--- src/rtl/dip_scan_pkg.sv ---
// dip_scan_pkg: FSM state type and counter-width helpers shared by the DIP scan controller.
package dip_scan_pkg;

    typedef enum logic [1:0] {IDLE, LOAD, SHIFT, DONE} state_e;

    function automatic int cnt_w(input int div);
        return (div > 2) ? $clog2(div) : 1;
    endfunction

    function automatic int idx_w(input int n);
        return $clog2(n + 1);
    endfunction

endpackage

--- src/rtl/dip_scan_tick.sv ---
// dip_scan_tick: CLK_DIV period counter with half-period, high-half and end-of-period strobes.
module dip_scan_tick
    import dip_scan_pkg::*;
#(
    parameter int CLK_DIV = 4
) (
    input  logic clk,
    input  logic rst,
    input  logic clr_i,
    output logic half_o,
    output logic hi_o,
    output logic last_o
);

    localparam int CW = cnt_w(CLK_DIV);

    logic [CW-1:0] cnt_q, cnt_d;

    always_comb begin
        half_o = cnt_q == CW'(CLK_DIV / 2 - 1);
        last_o = cnt_q == CW'(CLK_DIV - 1);
        hi_o   = cnt_q >= CW'(CLK_DIV / 2);
        cnt_d  = (clr_i || last_o) ? '0 : cnt_q + 1'b1;
    end

    always_ff @(posedge clk) begin
        cnt_q <= rst ? '0 : cnt_d;
    end

endmodule

--- src/rtl/dip_scan_ctrl.sv ---
// dip_scan_ctrl: 74HC165-style switch chain scanner producing one parallel word per frame.
// Define DIP_SCAN_DEBOUNCE_EN to commit only frames equal to the previous raw frame.
module dip_scan_ctrl
    import dip_scan_pkg::*;
#(
    parameter int N_BITS    = 24,
    parameter int CLK_DIV   = 4,
    parameter bit MSB_FIRST = 1'b1,
    parameter bit CONT      = 1'b0
) (
    input  logic              clk,
    input  logic              rst,
    input  logic              start,
    input  logic              ser_in,
    output logic              sr_load,
    output logic              sr_clk,
    output logic              busy,
    output logic [N_BITS-1:0] data,
    output logic              data_valid,
    output logic              changed
);

    localparam int BW = idx_w(N_BITS);

    state_e            state_q, state_d;
    logic [BW-1:0]     idx_q, idx_d;
    logic [N_BITS-1:0] sr_q, sr_d, data_q, data_d;
    logic              valid_q, valid_d, chg_q, chg_d;
    logic              half, hi, last, frame_end, commit;

    dip_scan_tick #(.CLK_DIV(CLK_DIV)) u_tick (
        .clk    (clk),
        .rst    (rst),
        .clr_i  (state_q == IDLE || state_q == DONE),
        .half_o (half),
        .hi_o   (hi),
        .last_o (last)
    );

    assign frame_end = state_q == SHIFT && last && idx_q == BW'(N_BITS - 1);

`ifdef DIP_SCAN_DEBOUNCE_EN
    logic [N_BITS-1:0] raw_q;
    assign commit = sr_q == raw_q;
    always_ff @(posedge clk) begin
        raw_q <= rst ? '0 : frame_end ? sr_q : raw_q;
    end
`else
    assign commit = 1'b1;
`endif

    always_comb begin
        state_d = state_q;
        idx_d   = idx_q;
        sr_d    = sr_q;
        data_d  = data_q;
        valid_d = 1'b0;
        chg_d   = 1'b0;
        case (state_q)
            IDLE: state_d = (start || CONT) ? LOAD : IDLE;
            LOAD: begin
                state_d = last ? SHIFT : LOAD;
                idx_d   = '0;
            end
            SHIFT: begin
                // capture on the last low cycle, before the rising edge advances the chain
                if (half)
                    sr_d = MSB_FIRST ? N_BITS'({sr_q, ser_in}) : N_BITS'({ser_in, sr_q} >> 1);
                if (last)
                    idx_d = idx_q + 1'b1;
                if (frame_end) begin
                    state_d = DONE;
                    valid_d = commit;
                    chg_d   = commit && sr_q != data_q;
                    data_d  = commit ? sr_q : data_q;
                end
            end
            default: state_d = IDLE;
        endcase
    end

    always_ff @(posedge clk) begin
        if (rst) begin
            state_q <= IDLE;
            idx_q   <= '0;
            sr_q    <= '0;
            data_q  <= '0;
            valid_q <= 1'b0;
            chg_q   <= 1'b0;
        end else begin
            state_q <= state_d;
            idx_q   <= idx_d;
            sr_q    <= sr_d;
            data_q  <= data_d;
            valid_q <= valid_d;
            chg_q   <= chg_d;
        end
    end

    assign sr_load    = state_q != LOAD;
    assign sr_clk     = state_q == SHIFT && hi;
    assign busy       = state_q != IDLE;
    assign data       = data_q;
    assign data_valid = valid_q;
    assign changed    = chg_q;

endmodule

--- config.mk ---
export PLATFORM = sky130hd
export DESIGN_NAME = dip_scan_ctrl
export DESIGN_NICKNAME = d
export VERILOG_FILES = /design/src/rtl/dip_scan_pkg.sv /design/src/rtl/dip_scan_tick.sv /design/src/rtl/dip_scan_ctrl.sv
export SDC_FILE = /design/constraint.sdc
export NUM_CORES = 1
export LEC_CHECK = 0
export CORE_MARGIN = 2
export CORE_UTILIZATION = 54
export DETAILED_ROUTE_END_ITERATION = 6
export GPL_TIMING_DRIVEN = 0
export PLACE_DENSITY = 0.78
export SLEW_MARGIN = 20
export SYNTH_ARGS = -nofsm -noshare
export SYNTH_HDL_FRONTEND = slang
export SYNTH_SLANG_ARGS = --single-unit
--- constraint.sdc ---
create_clock -name clk -period 1.74 [get_ports clk]
set_input_delay 0.174 -clock clk [delete_from_list [all_inputs] [get_ports clk]]
set_output_delay 0.174 -clock clk [all_outputs]
set_load 0.005 [all_outputs]
# Word-level counts from Yosys, hierarchy flattened
# Index checks and enable logic that the tools add are counted.
# totals
elab_cells,43
in_bits,4
register_bits,59
output_inout_bits,29
# classes
n_reduce_logical,14
magnitude_cmp,1
add_sub_neg,2
n_bitwise,2
n_mux,7
n_eq_ne,10
# op_table
op,n
$ne A24 B24 Y1,1
$pmux W5 S2,1
$eq A2 B2 Y1 const B,3
$pmux W2 S3,1
$reduce_and A2 Y1,3
$add A5 B1 Y5 const B,1
$eq A5 B5 Y1 const B,1
$mux W5,1
$eq A2 B1 Y1 const B,2
$mux W2,2
$ne A2 B2 Y1 const B,2
$reduce_bool A2 Y1,2
$reduce_or A2 Y1,2
$logic_and A1 B1 Y1,3
$reduce_or A3 Y1,1
$add A2 B1 Y2 const B,1
$ge A2 B2 Y1 const B,1
$logic_not A2 Y1,1
$logic_or A1 B1 Y1,2
$mux W1,2
$ne A2 B1 Y1 const B,1
$not A1 Y1,2

# Depth between registers and ports, before layout
# Gate-level depths: netlist of the first run.
# logic_depth
depth_word,5
ltp_mapped,8
ltp_nobuf,6

# Modules after synthesis
# A second synthesis of the first run with hierarchy kept.
# unflattened
hier_cells,309
area_unflattened_um2,2526.2
# by_module_without_submodules
mod,area_per_inst_um2,n_inst,seq_area_each_um2,cells_each
dip_scan_ctrl,2409.8,1,1141.1,299
dip_scan_tick,116.4,1,40.0,10

# Worst setup path before layout of the first run
# No wires, ideal clock.
# synth_timing
kind,register to register
from,register u_tick.cnt_q[0]
to,"register data_q[10], in the netlist data[10]"
t_arrival_ns,1.328
setup_ns,0.132
setup_slack_ns,0.280
path_stages_with_launch,9
required_ns,1.608
cell_sequence,dfxtp_1 -> ha_1 -> buf_2 -> nand2_1 -> or2_1 -> buf_4 -> buf_6 -> nand2_1 -> a21oi_1
# synth_via
elab_chain_cells,4
# synth_lines
item,line,rtl
from (decl),dip_scan_tick.sv:17,"logic [CW-1:0] cnt_q, cnt_d;"
from (signal assigned),dip_scan_tick.sv:27,cnt_q <= rst ? '0 : cnt_d;
$eq A2 B2 Y1,dip_scan_tick.sv:21,last_o = cnt_q == CW'(CLK_DIV - 1);
$logic_and A1 B1 Y1 (2 in a row),dip_scan_ctrl.sv:40,assign frame_end = state_q == SHIFT && last && idx_q == BW'(N_BITS - 1);
$reduce_and A2 Y1 (no line),n/a,
to (signal assigned),dip_scan_ctrl.sv:94,data_q <= data_d;
to (decl),dip_scan_ctrl.sv:27,"logic [N_BITS-1:0] sr_q, sr_d, data_q, data_d;"
# No other way between the ends.
# A chain may end at the register's enable or synchronous reset.

# Worst setup path after layout of the first run
# layout_timing
from,register state_q[0]
to,output busy
# layout_via
elab_chain_cells,1
# layout_lines
item,line,rtl
from (decl),dip_scan_ctrl.sv:25,"state_e state_q, state_d;"
from (signal assigned),dip_scan_ctrl.sv:91,state_q <= state_d;
$reduce_bool A2 Y1,dip_scan_ctrl.sv:102,assign busy = state_q != IDLE;
to (decl),dip_scan_ctrl.sv:17,"output logic busy,"
# No other way between the ends.

==> results of run 1 <==
==> through the flow <==
| stage | utilization, % | instances | power (mW) | setup TNS (ps) |
|---|---|---|---|---|
| 2_1_floorplan | - | 308 | 1.43 | 0 |
| 3_3_place_gp | 65.4 | 391 | 1.45 | 0 |
| 3_5_place_dp | 65.4 | 391 | 1.45 | 0 |
| 4_1_cts | 70.2 | 407 | 2.58 | 0 |
| 5_1_grt | 70.5 | 408 | 2.64 | -4.23 |
| 6_report | 70.5 | 408 | 2.56 | 0 |
==> critical path: cells and delay by family, from the launching register on <==
family,cells,cell delay (ps)
flip-flops,1,370
adder cells (fa/ha/maj),1,200
buffers and inverters,3,600
==> what timing repair did <==
| action | 4_1_cts | 5_1_grt |
|---|---|---|
| buffers inserted | 1 | 1 |
| setup endpoints to repair | 3 | 13 |
| gates cloned | 0 | 0 |
| pin swaps | 0 | 0 |
| gates resized for setup | 11 | 5 |
==> how the worst max path moves through the flow <==
stage                    end  slack (ps)
floorplan           data[10]         280
detailed placement    sr_clk           7
finish                  busy          50
global placement      sr_clk           4
global route        data[10]          -4
CTS                  sr_load          40
==> per-layer routing <==
layer,wire length [um],global-route usage [%],up-vias
met3,257,7.22,9
met2,2580,36.0,54
met5,0,0,-
li1,-,-,1102
met1,2680,29.7,1033
met4,85,8.02,0
==> report_power, final <==
group / switching [mW] / leakage [nW] / internal, mW
logic: 0.0422 / 0.651 / 0.0246
registers: 0.00500 / 0.477 / 1.35
clock network: 0.518 / 0.0953 / 0.621
==> final cells by class <==
type	instances	area [sq um]
Buffer	18	113
Fill cell	376	1310
Clock buffer	13	169
Inverter	7	26.3
Tap cell	52	65.1
Timing Repair Buffer	33	324
Clock inverter	2	10.0
Multi-Input combinational cell	224	1240
Sequential cell	59	1190
==> Yosys cell counts, drive strengths merged <==
| cell | instances |
|---|---|
| a2111oi | 1 |
| a21boi | 1 |
| a21o | 1 |
| a21oi | 52 |
| a221oi | 1 |
| a311oi | 1 |
| a31oi | 1 |
| a32oi | 1 |
| and2 | 1 |
| and4 | 2 |
| buf | 11 |
| clkbuf | 7 |
| dfxtp | 59 |
| ha | 8 |
| inv | 7 |
| nand2 | 100 |
| nand4 | 3 |
| nand4b | 2 |
| nor2 | 10 |
| nor2b | 2 |
| nor3 | 2 |
| nor3b | 2 |
| nor4 | 4 |
| o21a | 1 |
| o21ai | 2 |
| o31a | 1 |
| or2 | 1 |
| xnor2 | 8 |
| xor2 | 16 |
==> kinds of logic after synthesis <==
logic type / count (synthesis)
adders and majority gates: 8
AOI/OAI and AO/OA: 63
buffers and inverters: 25
xor gates and xnor gates: 24
and+or+nand+nor: 129
DFF: 59
==> registers in the layout, summed over array words and instances (netlist names) <==
signal        cells
data             24
u_tick.cnt_q      2
state_q           2
idx_q             5
sr_q             24
data_valid        1
changed           1
==> results.md, run 1 <==
- Cell Area, Synth: ~2500 sq um
- Wirelength per Cell: 13.7 um
- Worst R2R Setup Slack: 100 ps
- WP data required: 1570 ps
- CP Cell Sequence: inv_2 -> ha_1 -> inv_1 -> clkdlybuf4s50_1
- Remaining DRCs: 0
- Seq/Total Area, Yosys: 46.7%
- Number of diodes: 0
- Layout cell share with drive strength beyond 1: between 10% and 20%
- Die area: 5250 sq um
- CTS Buf Count: 9
- Total number of vias: 2198
- Final hold viol count: 0
- WL final: 5610 um
- Initial antenna violation count: 0
- Clock slew seen by the registers of the worst setup and hold paths: 60 ps
- CORE AREA: 4440 sq um
- Number of synthesized register bits: a little under 60
- Data arrival time of the worst path: 1510 ps
- Commonest non-fill, non-tap cell in the layout: nand2_1
- Leakage: 1.22 nW
- CTS Buffer Depth: 2
- Clk_lat worst skew: 340 ps
- Total track usage: 22.8%
- Root Driver: clkbuf_8
- Post-Synth Adder-Cell Area: 3.96%
- Crit-path max cell delay: about 490 ps
- Worst rel slew slack: about two thirds
- Final Instance Area: 3130 sq um
- PortBufs: 31
- Startpoint type of the worst setup path: register
- IO Pins: 33
- Initial Util: around 57%
- Avg Inst Size Synth: 8.21 sq um
- Compound-gate portion of the synthesized area: 13.6%
- Global-route wire length before repair: 9160 um
- Syn Nets: 320
- Worst R2R Start: idx_q[0]
- Hold EP: idx_q[2]
- Slew @ Worst Pin: between 500 and 600 ps
- Hold path start: rst
- R2R Path End: data[10]
- Maximum vdd drop: 0.000551 V
- Hold Crit Class: in -> reg
- Post-DRT Antenna Nets: 0
- Xor/xnor share of the synthesized area: 8.31%
- Placer Congestion: 0.920
- Worst Reg-to-Reg Cells: 7
- GRT Residual Overflow: 0
- Top cell type's share of synthesized area: 46.7%
- Post-synthesis mux area share: 0%
- DP HPWL: 3870 um
- Slowest CP cell: clkdlybuf4s50_1
- Die extent in x: 72.4 um
- Vias in the first global route: 1982
- Row cnt: 24
- Fmax: between 0.5 and 0.6 GHz
- Fin Hold WS: 166 ps
- Ys Warns: 0
- Synth area leaders: dfxtp_1, nand2_1, a21oi_1
- Period utilization: 97.0%
- Run status: finished clean
- DR iter-0 viols: 134
- # setup viols final: 0
- Simple-gate share of the synthesized area: 22.4%
- H-tree Lvls: 3
- Layout area overhead: 23.8%
- CTS tree: yes
- Max-Cap Viols: 0
- Die Span Y: 72.4 um
- Post-Syn Instances: just over 300
- # hold bufs at CTS: 0
- Via/cell ratio: approximately 5.4
- Critical setup path kind: reg -> out
- Clock Skew: between 4 and 5 ps
- Hold Path Cell Cnt: 2
- Setup ws final: approximately 53 ps
- Final Max Tran Viols: 0
- Most frequent cells in the layout: nand2_1, dfxtp_1, a21oi_1
- Pre-CTS setup slack: 6.56 ps
- P per Cell Area: 819 nW/um^2
- Netlist cell types: 35
- Cell Area, Placed: 2910 sq um
- Fin crit period: 1690 ps
- CP Capture Type: output pin
- Crit Path Max Fanout: 5
- DRT Pass-1 Iters: 4
- Nets: 364
- Largest net degree at the start of global routing: 11
- CTS sink cnt: slightly below 60
- Critical Path Source: state_q[0]
- Post-synth top area cell: dfxtp_1
- Largest family of logic cells by synthesized area: simple AND/OR/NAND/NOR gates
Power figures use the tool's default switching activity.
==> run 2, diff against run 1 <==
- CELL_PAD_IN_SITES_DETAIL_PLACEMENT: not set -> 0
- CELL_PAD_IN_SITES_GLOBAL_PLACEMENT: not set -> 1
- CORE_UTILIZATION: 54 -> 40
- PLACE_DENSITY: 0.78 -> not set
- PLACE_DENSITY_LB_ADDON: not set -> 0.1
- RECOVER_POWER: not set -> 50
==> results.md, run 2 (same netlist as run 1, synthesis figures left out) <==
- CP Capture Type: output pin
- Run status: finished clean
- CTS sink cnt: 59 (unchanged)
- WP data required: 1570 ps (about the same)
- Leakage: 1.30 nW (+6.7%)
- Critical setup path kind: reg -> out
- Post-DRT Antenna Nets: 0 (unchanged)
- Final setup TNS: 0 ps (unchanged)
- H-tree Lvls: 3 (unchanged)
- WL final: 5900 um (+5.3%)
- Layout area overhead: 24.2%
- Placer Congestion: 0.789 (-14%)
- Root Driver: clkbuf_8
- Largest net degree at the start of global routing: 11 (unchanged)
- Slowest CP cell: clkdlybuf4s50_1
- Psw: 586 uW (+3.6%)
- WP buf/inv: 3 (unchanged)
- Comb power frac: 2.7% (about the same)
- DRT Pass-1 Iters: 4 (unchanged)
- Via/cell ratio: 4.94 (-8.3%)
- Clock network power share: 42.3% (-2.1 points)
- RSZ-0062 raised after global routing: false
- Non-Filler Instances: 432 (+5.9%)
- Period utilization: 96.8% (-0.20 points)
- Most frequent cells in the layout: nand2_1, dfxtp_1, a21oi_1
- Die area: 6980 sq um (+33%)
- Initial antenna violation count: 0 (unchanged)
- Sw Share: 23.8% (+1.7 points)
- CTS Buf Count: 9 (unchanged)
- DP HPWL: 4160 um (+7.3%)
- Clock slew seen by the registers of the worst setup and hold paths: 70 ps (about the same)
- Row cnt: 28 (+17%)
- Met2 WL post-DR: 2570 um (-0.70%)
- Nets: 364 (unchanged)
- Placed cells: 414 (+5.9%)
- Final hold viol count: 0 (unchanged)
- Top sig layer: met4
- GRT Residual Overflow: 0 (unchanged)
- Startpoint type of the worst setup path: register
- Global-route wire length before repair: 9720 um (+6.2%)
- IO Pins: 33 (unchanged)
- CP Cell Sequence: inv_1 -> ha_2 -> inv_1 -> clkdlybuf4s50_1
- Commonest non-fill, non-tap cell in the layout: nand2_1
- DR iter-0 viols: 94 (-30%)
- Final Max Tran Viols: 0 (unchanged)
- Sequential Power Share: 55.1% (+2.1 points)
- CTS Buffer Depth: 2 (unchanged)
- Slew @ Worst Pin: 544 ps (+22.7 ps)
- Data arrival time of the worst path: 1510 ps (about the same)
- Hold Crit Class: in -> reg
- Delay-heaviest family, CP: buffers and inverters
- Total number of vias: 2135 (-2.9%)
- CORE AREA: 6030 sq um (+36%)
- Vias in the first global route: 1990 (+0.40%)
- Maximum vdd drop: 0.000413 V (-25%)
- Clk_lat worst skew: 330 ps (about the same)
- Layout cell share with drive strength beyond 1: 10.4% (-0.029 points)
- Crit-path max cell delay: 490 ps (about the same)
- # hold bufs at CTS: 0 (unchanged)
- Wirelength per Cell: 13.7 um (-0.58%)
- Worst rel slew slack: 63.7% (-1.5 points)
- Remaining DRCs: 0 (unchanged)
- Initial Util: 42.0% (-15 points)
- Total track usage: 17.6% (-5.2 points)
- Met3 wire length: 213 um (-17%)
- Int Pwr: 1.88 mW (-5.9%)
- CTS tree: yes
- Crit Path Max Fanout: 5 (unchanged)
- Fin crit period: 1680 ps (-3.50 ps)
- M1 WL: 2990 um (+12%)
- Die extent in x: 83.5 um (+15%)
- Max-Cap Viols: 0 (unchanged)
- P per Cell Area: 785 nW/um^2 (-4.2%)
- Clock Skew: 5.64 ps (+1.50 ps)
- Fmax: 0.594 GHz (+0.21%)
- PortBufs: 31 (unchanged)
- # setup viols final: 0 (unchanged)
- Number of diodes: 0 (unchanged)
- Die Span Y: 83.5 um (+15%)
- Worst path most repeated cell: inv_1
run 2: metal layers:
metal	GRT usage [%]	up-vias
met5	0	-
met4	8.94	0
met3	3.07	12
met2	26.2	41
met1	24.7	980
li1	-	1102
run 2: through the flow:
step,cell area (sq um),util (%),setup slack [ps],hold WS [ps],power [mW]
floorplan,2530,-,280,310,1.43
global placement,2930,48.7,-4.75,456,1.46
detailed placement,2930,48.7,-7.34,464,1.45
CTS,3140,52.1,2.70,167,2.50
global route,3140,52.2,6.91,185,2.56
finish,3140,52.2,56.0,167,2.47
run 2: power groups by stage:
stage	combinational [mW]	sequential, mW	clock, mW
floorplan	0.0380	1.39	0
global placement	0.0662	1.39	0
detailed placement	0.0654	1.39	0
CTS	0.0677	1.36	1.07
global route	0.0725	1.36	1.13
finish	0.0655	1.36	1.04
run 2: worst paths after layout:
path | from | end | slack, ps | cells past startpoint
max | state_q[1] | sr_load | 60 | 4
min | rst | state_q[1] | 170 | 2
max reg2reg | idx_q[0] | data[21] | 120 | 7
min reg2reg | u_tick.cnt_q[0] | u_tick.cnt_q[0] | 440 | 1
run 2: cell type report:
class,instances,area (sq um)
Fill cell,600,2880
Multi-Input combinational cell,224,1240
Sequential cell,59,1190
Timing Repair Buffer,33,323
Clock buffer,10,128
Buffer,18,104
Tap cell,75,93.8
Clock inverter,6,32.5
Inverter,7,28.8
run 2: timing repair:
action | CTS | global route
pin swaps | 0 | 0
setup buffers | 2 | 0
resized for setup | 11 | 10
setup endpoints to repair | 8 | 19
==> run 3, diff against run 2 <==
- CTS_CLUSTER_DIAMETER: not set -> 60
==> results of run 3 <==
Final layout, timing and power as in run 2 (identical DEF).
